### src/rtl/ram_rd_pkg.sv
// ram_rd_pkg: shared state encoding and buffer/credit constants for the RAM burst reader.
package ram_rd_pkg;
    typedef enum logic [1:0] {IDLE, RUN, DRAIN} rd_state_t;
    localparam int RD_BUF_DEPTH = 2;
    localparam int RD_CREDIT    = 2;
endpackage

### src/rtl/ram_burst_reader_if.sv
// ram_burst_reader_if: valid/ready beat stream with data and last marker.
interface ram_burst_reader_if #(parameter int DWIDTH = 8);
    logic              valid;
    logic              ready;
    logic [DWIDTH-1:0] data;
    logic              last;
    modport master (output valid, data, last, input ready);
    modport slave  (input valid, data, last, output ready);
endinterface

### src/rtl/ram_rd_skid.sv
// ram_rd_skid: 2-entry valid/ready buffer carrying a data word and its last tag.
module ram_rd_skid
    import ram_rd_pkg::*;
#(
    parameter int DWIDTH = 8
) (
    input  logic              clk,
    input  logic              rst_n,
    input  logic              push,
    input  logic [DWIDTH-1:0] din,
    input  logic              lin,
    input  logic              flush,
    input  logic              ready,
    output logic [1:0]        count,
    output logic              valid,
    output logic [DWIDTH-1:0] data,
    output logic              last
);
    logic [DWIDTH:0] mem [RD_BUF_DEPTH];
    logic            rp, wp, pop;

    assign valid = count != 2'd0;
    assign pop   = valid && ready;
    assign {last, data} = mem[rp];

    always_ff @(posedge clk or negedge rst_n) begin
        if (!rst_n) begin
            mem   <= '{default: '0};
            rp    <= 1'b0;
            wp    <= 1'b0;
            count <= 2'd0;
        end else if (flush) begin
            rp    <= 1'b0;
            wp    <= 1'b0;
            count <= 2'd0;
        end else begin
            if (push) begin
                mem[wp] <= {lin, din};
                wp      <= ~wp;
            end
            if (pop) rp <= ~rp;
            count <= count + 2'(push) - 2'(pop);
        end
    end
endmodule

### src/rtl/ram_burst_reader.sv
// ram_burst_reader: issues RAM reads for a burst and streams the words out with backpressure,
// absorbing the one-cycle read latency in a 2-entry buffer.
module ram_burst_reader
    import ram_rd_pkg::*;
#(
    parameter int DWIDTH = 8,
    parameter int AWIDTH = 10
) (
    input  logic              clk,
    input  logic              rst_n,
    input  logic              start,
    input  logic [AWIDTH-1:0] start_addr,
    input  logic [AWIDTH:0]   length,
    input  logic              abort,
    output logic              busy,
    output logic              done,
    output logic [AWIDTH-1:0] raddr,
    input  logic [DWIDTH-1:0] rdata,
    ram_burst_reader_if.master m
);
    rd_state_t         state;
    logic [AWIDTH-1:0] addr;
    logic [AWIDTH:0]   rem;
    logic              pending, pend_last, issue, pop, flush, final_issue;
    logic [1:0]        count;

    assign busy  = state != IDLE;
    assign raddr = addr;
    assign pop   = m.valid && m.ready;
    assign flush = abort && busy;
    // A pop in the same cycle frees a slot, so issuing at full credit cannot overflow.
    assign issue = state == RUN && !abort && rem != '0 &&
                   (({1'b0, count} + {2'b0, pending}) < 3'(RD_CREDIT) || pop);
    assign final_issue = issue && rem == (AWIDTH+1)'(1);

    always_ff @(posedge clk or negedge rst_n) begin
        if (!rst_n) begin
            state     <= IDLE;
            addr      <= '0;
            rem       <= '0;
            pending   <= 1'b0;
            pend_last <= 1'b0;
            done      <= 1'b0;
        end else begin
            done      <= 1'b0;
            pending   <= issue;
            pend_last <= final_issue;
            if (issue) begin
                addr <= addr + AWIDTH'(1);
                rem  <= rem - (AWIDTH+1)'(1);
            end
            case (state)
                IDLE: if (start) begin
                    if (length == '0) done <= 1'b1;
                    else begin
                        addr  <= start_addr;
                        rem   <= length;
                        state <= RUN;
                    end
                end
                RUN: if (abort) state <= IDLE;
                     else if (final_issue) state <= DRAIN;
                // Finish as the last beat leaves so done lands the cycle after its handshake.
                DRAIN: if (abort) state <= IDLE;
                       else if (!pending && (count == 2'd0 || (count == 2'd1 && pop))) begin
                           done  <= 1'b1;
                           state <= IDLE;
                       end
                default: state <= IDLE;
            endcase
        end
    end

    ram_rd_skid #(.DWIDTH(DWIDTH)) u_skid (
        .clk   (clk),
        .rst_n (rst_n),
        .push  (pending),
        .din   (rdata),
        .lin   (pend_last),
        .flush (flush),
        .ready (m.ready),
        .count (count),
        .valid (m.valid),
        .data  (m.data),
        .last  (m.last)
    );
endmodule
### src/flat_wrapper.sv
// flat-port wrapper written by rule: the top's interface ports become plain ports
module ram_burst_reader_flat import ram_rd_pkg::*;
#(
    parameter int DWIDTH = 8,
    parameter int AWIDTH = 10
)
  (clk, rst_n, start, start_addr, length, abort, busy, done, raddr, rdata, m_valid, m_data, m_last, m_ready);
  ram_burst_reader_if #(.DWIDTH(DWIDTH)) m_i ();
  input  logic clk;
  input  logic rst_n;
  input  logic start;
  input  logic [AWIDTH-1:0] start_addr;
  input  logic [AWIDTH:0] length;
  input  logic abort;
  output logic busy;
  output logic done;
  output logic [AWIDTH-1:0] raddr;
  input  logic [DWIDTH-1:0] rdata;
  output wire logic [$bits(m_i.valid)-1:0] m_valid;
  output wire logic [$bits(m_i.data)-1:0] m_data;
  output wire logic [$bits(m_i.last)-1:0] m_last;
  input wire logic [$bits(m_i.ready)-1:0] m_ready;
  assign m_valid = m_i.valid;
  assign m_data = m_i.data;
  assign m_last = m_i.last;
  assign m_i.ready = m_ready;
  ram_burst_reader #(.DWIDTH(DWIDTH), .AWIDTH(AWIDTH)) u_core (.clk(clk), .rst_n(rst_n), .start(start), .start_addr(start_addr), .length(length), .abort(abort), .busy(busy), .done(done), .raddr(raddr), .rdata(rdata), .m(m_i));
endmodule
### config.mk
export PLATFORM = sky130hd
export DESIGN_NAME = ram_burst_reader_flat
export DESIGN_NICKNAME = d
export VERILOG_FILES = /design/src/rtl/ram_rd_pkg.sv /design/src/rtl/ram_burst_reader_if.sv /design/src/rtl/ram_rd_skid.sv /design/src/rtl/ram_burst_reader.sv /design/src/flat_wrapper.sv
export SDC_FILE = /design/constraint.sdc
export NUM_CORES = 1
export LEC_CHECK = 0
export CAP_MARGIN = 5
export CORE_UTILIZATION = 50
export DETAILED_ROUTE_END_ITERATION = 10
export GPL_ROUTABILITY_DRIVEN = 0
export PLACE_DENSITY_LB_ADDON = 0.05
export SLEW_MARGIN = 30
export SYNTH_ARGS = -nofsm -noshare
export SYNTH_HDL_FRONTEND = slang
export SYNTH_SLANG_ARGS = --single-unit
### constraint.sdc
create_clock -name clk -period 2.9 [get_ports clk]
set_input_delay 0.58 -clock clk [delete_from_list [all_inputs] [get_ports clk]]
set_output_delay 0.58 -clock clk [all_outputs]
set_load 0.05 [all_outputs]
==> After elaboration in Yosys (flattened, before gate mapping) <==
Index checks and enable logic that the tools add are counted.
{ "word_totals": {"ff_bits": 48, "inputBits": 34, "output_inout_bits": 22, "word_cells": 87} }
{ "classes": {"n_addsub": 5, "n_lt_le_gt_ge": 4, "n_eq_ne": 8, "mux": 31, "bitwise_logic": 5, "reduce_logical": 23} }
{ "ops": {"columns": ["op", "n"], "rows": [
  ["11-bit 2-to-1 mux", 4],
  ["10-bit 2-to-1 mux", 4],
  ["9-bit 2-to-1 mux", 4],
  ["18-bit bitwise mux", 1],
  ["2-bit 2-to-1 mux", 7],
  ["11-bit by 1-bit equality test with 1-bit output (second input constant)", 1],
  ["11-bit logical NOT", 1],
  ["11-bit nonzero test", 1],
  ["11-bit by 1-bit subtractor with 11-bit output (second input constant)", 1],
  ["10-bit by 1-bit adder with 10-bit output (second input constant)", 1],
  ["9-bit demux with 1-bit select", 1],
  ["1-bit logical AND", 9],
  ["1-bit 2-to-1 mux", 8],
  ["2-bit nonzero test", 4],
  ["3-bit by 2-bit inequality test with 1-bit output (second input constant)", 2],
  ["2-bit case mux with 3 select lines", 1],
  ["2-bit by 1-bit equality test with 1-bit output (second input constant)", 2],
  ["2-bit greater-or-equal comparator (second input constant)", 2],
  ["2-bit logical NOT", 2],
  ["2-bit inequality test (second input constant)", 2],
  ["1-bit NOT with 2-bit output", 2],
  ["4-bit AND reduction", 1],
  ["2-bit by 1-bit adder with 3-bit output", 1],
  ["3-bit by 2-bit less-than comparator with 1-bit output (second input constant)", 1],
  ["other kinds (9)", 13]
]} }

==> Depth between registers and ports, before layout <==
Gate-level depths: netlist of the first run.
{ "logic_depth": {"depth_word": 8, "mapped_depth": 8, "depth_no_buf": 8} }

==> Hierarchy <==
Synthesis of the first run repeated with hierarchy kept, for this count alone.
{ "unflattened": {"hier_cells": 233, "area_unflattened_um2": 2565.0} }
{ "modules_own_cells": {"columns": ["module", "instances", "cells_per_inst", "area_each_um2"], "rows": [
  ["ram_burst_reader", 1, 166, 1549.0],
  ["ram_rd_skid", 1, 67, 1016.0]
]} }

==> Worst setup path before layout of the first run <==
No wires, ideal clock.
{ "synth_path": {"path_kind": "reg2reg", "startpoint": "reg u_core.rem[0]", "endpoint": "reg u_core.rem[1]", "t_arrival_ns": 1.999, "required_ns": 2.775, "slack_ns": 0.776, "path_stages_with_launch": 8, "period_less_slack_ns": 2.124, "cell_sequence": "dfrtp_1 -> inv_1 -> ha_1 -> or4b_1 -> nor4_4 -> nor2_2 -> mux2i_1 -> mux2_2"} }
{ "synth_between": {"elab_chain_len": 7} }
{ "synth_lines": {"columns": ["item", "line_no", "source"], "rows": [
  ["from (decl)", "ram_burst_reader.sv:23", "logic [AWIDTH:0] rem;"],
  ["from (signal assigned)", "ram_burst_reader.sv:50", "rem <= rem - (AWIDTH+1)'(1);"],
  ["from (signal assigned)", "ram_burst_reader.sv:57", "rem <= length;"],
  ["11-bit nonzero test (*)", "ram_burst_reader.sv:32", "assign issue = state == RUN && !abort && rem != '0 &&"],
  ["1-bit logical AND (*) (2 in a row)", "ram_burst_reader.sv:32", null],
  ["net u_core.issue", "ram_burst_reader.sv:24", "logic pending, pend_last, issue, pop, flush, final_issue;"],
  ["11-bit 2-to-1 mux (*)", "ram_burst_reader.sv:48", "if (issue) begin"],
  ["11-bit 2-to-1 mux", "ram_burst_reader.sv:54", "if (length == '0) done <= 1'b1;"],
  ["11-bit 2-to-1 mux", "ram_burst_reader.sv:53", "IDLE: if (start) begin"],
  ["11-bit 2-to-1 mux (*)", "ram_burst_reader.sv:52", "case (state)"]
]} }
Mark *: on every way through the listed nets, which the timed path passes. The rest lies on a longest branch.
A chain may end at the register's enable or synchronous reset.

==> Worst setup path in the final report of the first run <==
{ "layout_path": {"startpoint": "reg u_core.u_skid.rp", "endpoint": "out m_data[0]"} }
{ "layout_between": {"elab_chain_len": 4} }
{ "layout_lines": {"columns": ["item", "line_no", "source"], "rows": [
  ["from (decl)", "ram_rd_skid.sv:20", "logic rp, wp, pop;"],
  ["from (signal assigned)", "ram_rd_skid.sv:41", "if (pop) rp <= ~rp;"],
  ["1-bit NOT with 2-bit output (implied by the code)", "ram_rd_skid.sv:24", "assign {last, data} = mem[rp];"],
  ["9-bit 2-to-1 mux (implied by the code) (3 in a row)", "ram_rd_skid.sv:24", null],
  ["to (decl)", "flat_wrapper.sv:20", "output wire logic [$bits(m_i.data)-1:0] m_data;"]
]} }
No other way between the ends. The select of a mux whose other input is x is not followed.

==> reports/metrics.csv, run 1 <==
metric;value;unit
Logic pwr share;46.3;%
number of antenna-violating nets in the routed design;0;
Post CTS Setup Buffer Count;0;
required time worst endpoint;2320;ps
Max Clk Rate;0.385;GHz
sequential area share after synthesis;48.3;%
Worst EP arrival;2020;ps
Filler Cells Inserted;399;
root buffer cell;clkbuf_8;
Worst Hold Class;in -> async;
Total Neg Setup Slack;0;ps
Setup Skew;10.1;ps
Synth Area in Simple Gates;18.8;%
CTS Buf Count;5;
Max-cap violations;0;
mux cell area share after synthesis;13.5;%
via/cell ratio;5.34;
CP startpoint kind;register;
total wire length;4790;um
crit path kind;reg -> out;
post-synthesis adder-cell area fraction;3.02;%
Slew Viols, Final;0;
Initial Utilization;52.3;%
Clk pwr share;18.1;%
Max-Slew Margin vs Limit;44.4;%
# setup viols final;0;
PortBufs;55;
biggest area consumer among synthesized cells;dfrtp_1;
Syn Area/Cell;10.8;sq um
Pre-antenna DRT Iters;4;
slowest CP cell;clkdlybuf4s50_1;
Area Overhead vs Synth;30.2;%
proportion of layout cells with a drive suffix above 1;16.7;%
Switching Fraction;39.8;%
DIE AREA;5260;sq um
total number of vias;1897;
ys flop type;dfrtp_1;
Mapped Cells;230;
CP max FO;10;
XOR/XNOR share of the synthesized area;7.75;%
Pwr Total;0.00310;W
top cells by area in the synthesized netlist;dfrtp_1, mux2_2, xnor2_1, nand2_1, ha_1;
DRC Markers;0;
largest family of logic cells by synthesized area;simple AND/OR/NAND/NOR gates;
post-synth cell types;38;
area share of the largest cell type after synthesis;48.3;%
Switch Pwr;0.00123;W
status;completed;
CP Capture Type;output port;
IO Count;56;
die width;72.5;um
syn nets;270;
H-tree levels;2;
most common cell after layout, fill and taps aside;clkdlybuf4s50_1;
DP HPWL;3460;um
global-route wire length before repair;8360;um
n_diodes;0;
Max VDD drop;0.000646;V
CTS tree;yes;
Compound-Gate Fraction of Synth Area;6.09;%
largest net degree at the start of global routing;30;
Pwr Density;958;nW/um^2
initial antenna violation count;0;
final-report hold violation count;0;
Die Ht;72.5;um
EDFF count, synth;0;
Async S/R FF share, synth;100;%
core area;4750;sq um
grt ovf;0;
area of the mapped netlist;2490;sq um
Clk Latency, worst-skew pair;300;ps
sequential power share;35.6;%
LEAKAGE;1.28;nW
post-CTS resize count;0;
Internal;0.00187;W
delay of the slowest cell on the worst path;700;ps
clock tree buffer depth;2;
Num Clock Sinks;48;
number of global-route vias before repair;1826;
Total GRT Usage;20.7;%
Detailed Route Iter0 Violations;47;
nets@finish;328;
worst slew pin tran;834;ps
routed len/inst;13.5;um
FP Rows;25;
hold buffer count at cts;0;
post-layout min period;2600;ps
clock-pin slew on the worst setup and hold paths;90;ps
yosys warns;0;
FF+latch count, synth;48;
most frequent cells in the layout;clkdlybuf4s50_1, dfrtp_1, mux2_2;
Cell Chain, Critical Path;mux2_2, clkdlybuf4s50_1;
fin crit share;89.7;%
RSZ-0062 raised after global routing;no;
[metal layers]
metal  GRT usage [%]  share of wire [%]  up-vias
met4            7.84                1.7        0
met5               0                  0        -
met1            26.8                 47      903
li1                -                  -      928
met2            33.7                 46       55
met3            4.86                4.5       11
[power by group through the flow]
stage               Combinational [W]  Sequential, W  Clock, W
floorplan                    0.000933        0.00119         0
global placement              0.00143        0.00111         0
detailed placement            0.00144        0.00112         0
CTS                           0.00145        0.00111  0.000576
global route                  0.00154        0.00114  0.000603
finish                        0.00144        0.00110  0.000561
[flip-flops by register name, summed over array words and instances (netlist names)]
name                 cells
u_core.u_skid.mem       18
u_core.rem              11
u_core.raddr            10
u_core.state             2
u_core.u_skid.count      2
u_core.done              1
u_core.pend_last         1
u_core.pending           1
u_core.u_skid.rp         1
u_core.u_skid.wp         1
[logic make-up after synthesis]
group	Yosys count
flip-flops	48
multiplexers	30
AO/OA/AOI/OAI	27
XOR/XNOR	22
adder cells (fa/ha/maj)	6
AND/OR/NAND/NOR	82
buffers and inverters	15
[area by class of cell]
cell class | instances | area, sq um | area share [%]
Multi-Input combinational cell | 167 | 1220 | 37.7
Sequential cell | 48 | 1200 | 37.1
Timing Repair Buffer | 59 | 576 | 17.8
Tap cell | 67 | 83.8 | 2.59
Clock buffer | 5 | 68.8 | 2.13
Clock inverter | 2 | 60.1 | 1.86
Inverter | 7 | 26.3 | 0.812
[worst paths after layout]
check / from / end / slack (ps) / cells past startpoint
worst min register to register: u_core.state[0] / u_core.done / 500 / 1
worst min-delay path: rst_n / u_core.u_skid.count[0] / 240 / 1
max in group asynchronous: rst_n / u_core.raddr[1] / 1920 / 2
min in group clk: u_core.state[0] / u_core.done / 500 / 1
worst max register to register: u_core.rem[0] / u_core.rem[4] / 460 / 8
worst max-delay path: u_core.u_skid.rp / m_data[0] / 300 / 2
[cells in the mapped netlist, types with 2 or more instances]
cell	n
a21oi_1	6
nor3_1	6
mux2_2	28
ha_1	6
dfrtp_1	48
inv_1	7
nor2_1	12
nor2b_1	2
or3_1	2
nor3b_1	4
and2_1	3
xnor2_1	21
nor4b_1	3
o21ai_1	3
nand2_1	22
clkbuf_1	7
o21ai_0	13
mux2i_1	2
nor4_1	9
nand3b_1	2
nand3_1	7
[critical path: cells and delay by family (launching register included)]
family,cells,cell delay (ps)
multiplexers,1,400
buffers and inverters,1,700
flip-flops,1,620
[stage by stage]
step	util (%)	std cells	area (sq um)	hold slack [ps]	setup slack [ps]
after floorplan	-	230	2490	284	776
after global placement	65.4	348	3110	483	300
after detailed placement	65.4	348	3110	487	361
after CTS	68.1	355	3240	248	258
after global routing	68.1	355	3240	265	215
final	68.1	355	3240	238	299
Power figures use the tool's default switching activity.
==> inputs of run 2 (changes only) <==
--- a/config.mk
+++ b/config.mk
@@ -6,6 +6,7 @@
 export NUM_CORES = 1
 export LEC_CHECK = 0
 export CAP_MARGIN = 5
+export CORE_MARGIN = 2
 export CORE_UTILIZATION = 50
 export DETAILED_ROUTE_END_ITERATION = 10
 export GPL_ROUTABILITY_DRIVEN = 0
==> reports/metrics.csv, run 2 (synthesis results as in run 1) <==
metric;value;unit;change
number of antenna-violating nets in the routed design;0;;unchanged
H-tree levels;2;;unchanged
IO Count;56;;unchanged
# setup viols final;0;;unchanged
Pre-antenna DRT Iters;4;;unchanged
die width;74.5;um;+2.8%
core area;4750;sq um;unchanged
Detailed Route Iter0 Violations;107;;+130%
root buffer cell;clkbuf_8;;
Die Ht;74.5;um;+2.8%
Total GRT Usage;19.1;%;-1.6 points
Post CTS Setup Buffer Count;0;;unchanged
grt ovf;0;;unchanged
Setup Skew;7.54;ps;-2.59 ps
post-CTS resize count;0;;unchanged
Pwr Density;941;nW/um^2;-1.8%
number of global-route vias before repair;1776;;-2.7%
fin util;67.7;%;-0.37 points
most common cell after layout, fill and taps aside;clkdlybuf4s50_1;;
nets@finish;328;;unchanged
RSZ-0062 raised after global routing;no;;
DRC Markers;0;;unchanged
Top delay family on crit path;buffers and inverters;;
global-route wire length before repair;8060;um;-3.6%
Cell Chain, Critical Path;mux2_2, clkdlybuf4s50_1;;
DIE AREA;5550;sq um;+5.6%
CTS tree;yes;;
Filler Cells Inserted;401;;+0.50%
post-layout min period;2600;ps;+2.01 ps
Area Overhead vs Synth;29.5;%;
largest net degree at the start of global routing;30;;unchanged
final-report hold violation count;0;;unchanged
delay of the slowest cell on the worst path;710;ps;about the same
max reg flops;18;;unchanged
clock-pin slew on the worst setup and hold paths;90;ps;about the same
CP max FO;10;;unchanged
PnR worst setup slack;297;ps;-2.01 ps
hold buffer count at cts;0;;unchanged
Max Clk Rate;0.384;GHz;about the same
Initial Utilization;52.3;%;unchanged
DP HPWL;3770;um;+8.8%
CTS Buf Count;5;;unchanged
status;completed;;
Placed Area;3110;sq um;unchanged
Design Area, Final;3220;sq um;-0.54%
initial antenna violation count;0;;unchanged
most frequent cells in the layout;clkdlybuf4s50_1, dfrtp_1, mux2_2;;
Max-Slew Margin vs Limit;46.1;%;+1.7 points
routed len/inst;14.2;um;+5.6%
Slew Viols, Final;0;;unchanged
R2R Setup Slk;410;ps;-50 ps
fin crit share;89.8;%;about the same
Max VDD drop;0.000626;V;-3.1%
FP Rows;25;;unchanged
total wire length;5070;um;+5.9%
proportion of layout cells with a drive suffix above 1;17.0;%;+0.29 points
slowest CP cell;clkdlybuf4s50_1;;
Worst Hold Class;in -> async;;
LEAKAGE;1.27;nW;-0.79%
via/cell ratio;5.31;;-0.70%
Worst R2R End;u_core.rem[10];;
Clk Latency, worst-skew pair;300;ps;about the same
n_diodes;0;;unchanged
reg2reg start;u_core.rem[0];;
Total Neg Setup Slack;0;ps;unchanged
Largest Register;u_core.u_skid.mem;;
Worst EP arrival;2020;ps;about the same
Max-cap violations;0;;unchanged
clock tree buffer depth;2;;unchanged
crit path kind;reg -> out;;
CP Capture Type;output port;;
PortBufs;55;;unchanged
buffer and inverter count on the worst path;1;;unchanged
Num Clock Sinks;48;;unchanged
CP startpoint kind;register;;
required time worst endpoint;2320;ps;about the same
Pwr Total;0.00303;W;-2.4%
total number of vias;1889;;-0.42%
worst slew pin tran;809;ps;-25.8 ps
Worst R2R Path Depth;8;;unchanged
Place WS;355;ps;-6.15 ps
==> run 2: changes by cell type in the layout (fill, tap and decap cells not counted), sizes merged <==
cell | previous run | this run
bufinv | 2 | 1
clkinv | 0 | 1
clkinvlp | 0 | 1
==> run 2: area by class of cell <==
class	instances	area [sq um]	area share [%]
inverters	7	26.3	0.816
flip-flops and latches	48	1200	37.3
clock inverters	3	42.5	1.32
clock buffers	5	68.8	2.14
multi-input cells	167	1220	37.9
well taps	67	83.8	2.60
repair buffers	59	576	17.9
==> run 2: how the worst max path moves through the flow <==
stage	slack [ps]	end	cells after the start	from
after CTS	260	m_data[4]	2	u_core.u_skid.rp
after global routing	200	u_core.rem[6]	8	u_core.rem[0]
final	300	m_data[4]	2	u_core.u_skid.rp
after detailed placement	360	u_core.rem[1]	6	abort
after floorplan	780	u_core.rem[1]	7	u_core.rem[0]
after global placement	310	u_core.rem[1]	6	abort
==> run 2: worst reg2reg max path, cell delays in order (launching register included) <==
cell and delay (ps):
dfrtp_1 440, inv_1 100, ha_1 160, or4b_1 500
nor4_4 470, buf_4 280, nor4_2 70, xnor2_1 250
o21ai_1 90
==> run 2: metrics by stage <==
stage                     std cells  hold slack (ps)
after floorplan                 230              284
after global placement          348              482
after detailed placement        348              489
after CTS                       356              241
after global routing            356              255
final                           356              235
==> run 2: metal layers <==
| layer | up-vias | part of all wire, % | GRT usage, % | wire (um) |
|---|---|---|---|---|
| met5 | - | 0 | 0 | 0 |
| met4 | 0 | 0.63 | 4.17 | 32 |
| met3 | 4 | 4.2 | 4.07 | 215 |
| met2 | 52 | 49 | 32.8 | 2480 |
| met1 | 910 | 46 | 24.8 | 2350 |
| li1 | 923 | - | - | - |
==> run 2: report_power, final <==
group / internal (W) / switching [W]
clock network: 0.000255 / 0.000221
registers: 0.000898 / 0.000208
logic: 0.000631 / 0.000817
total: 0.00178 / 0.00124
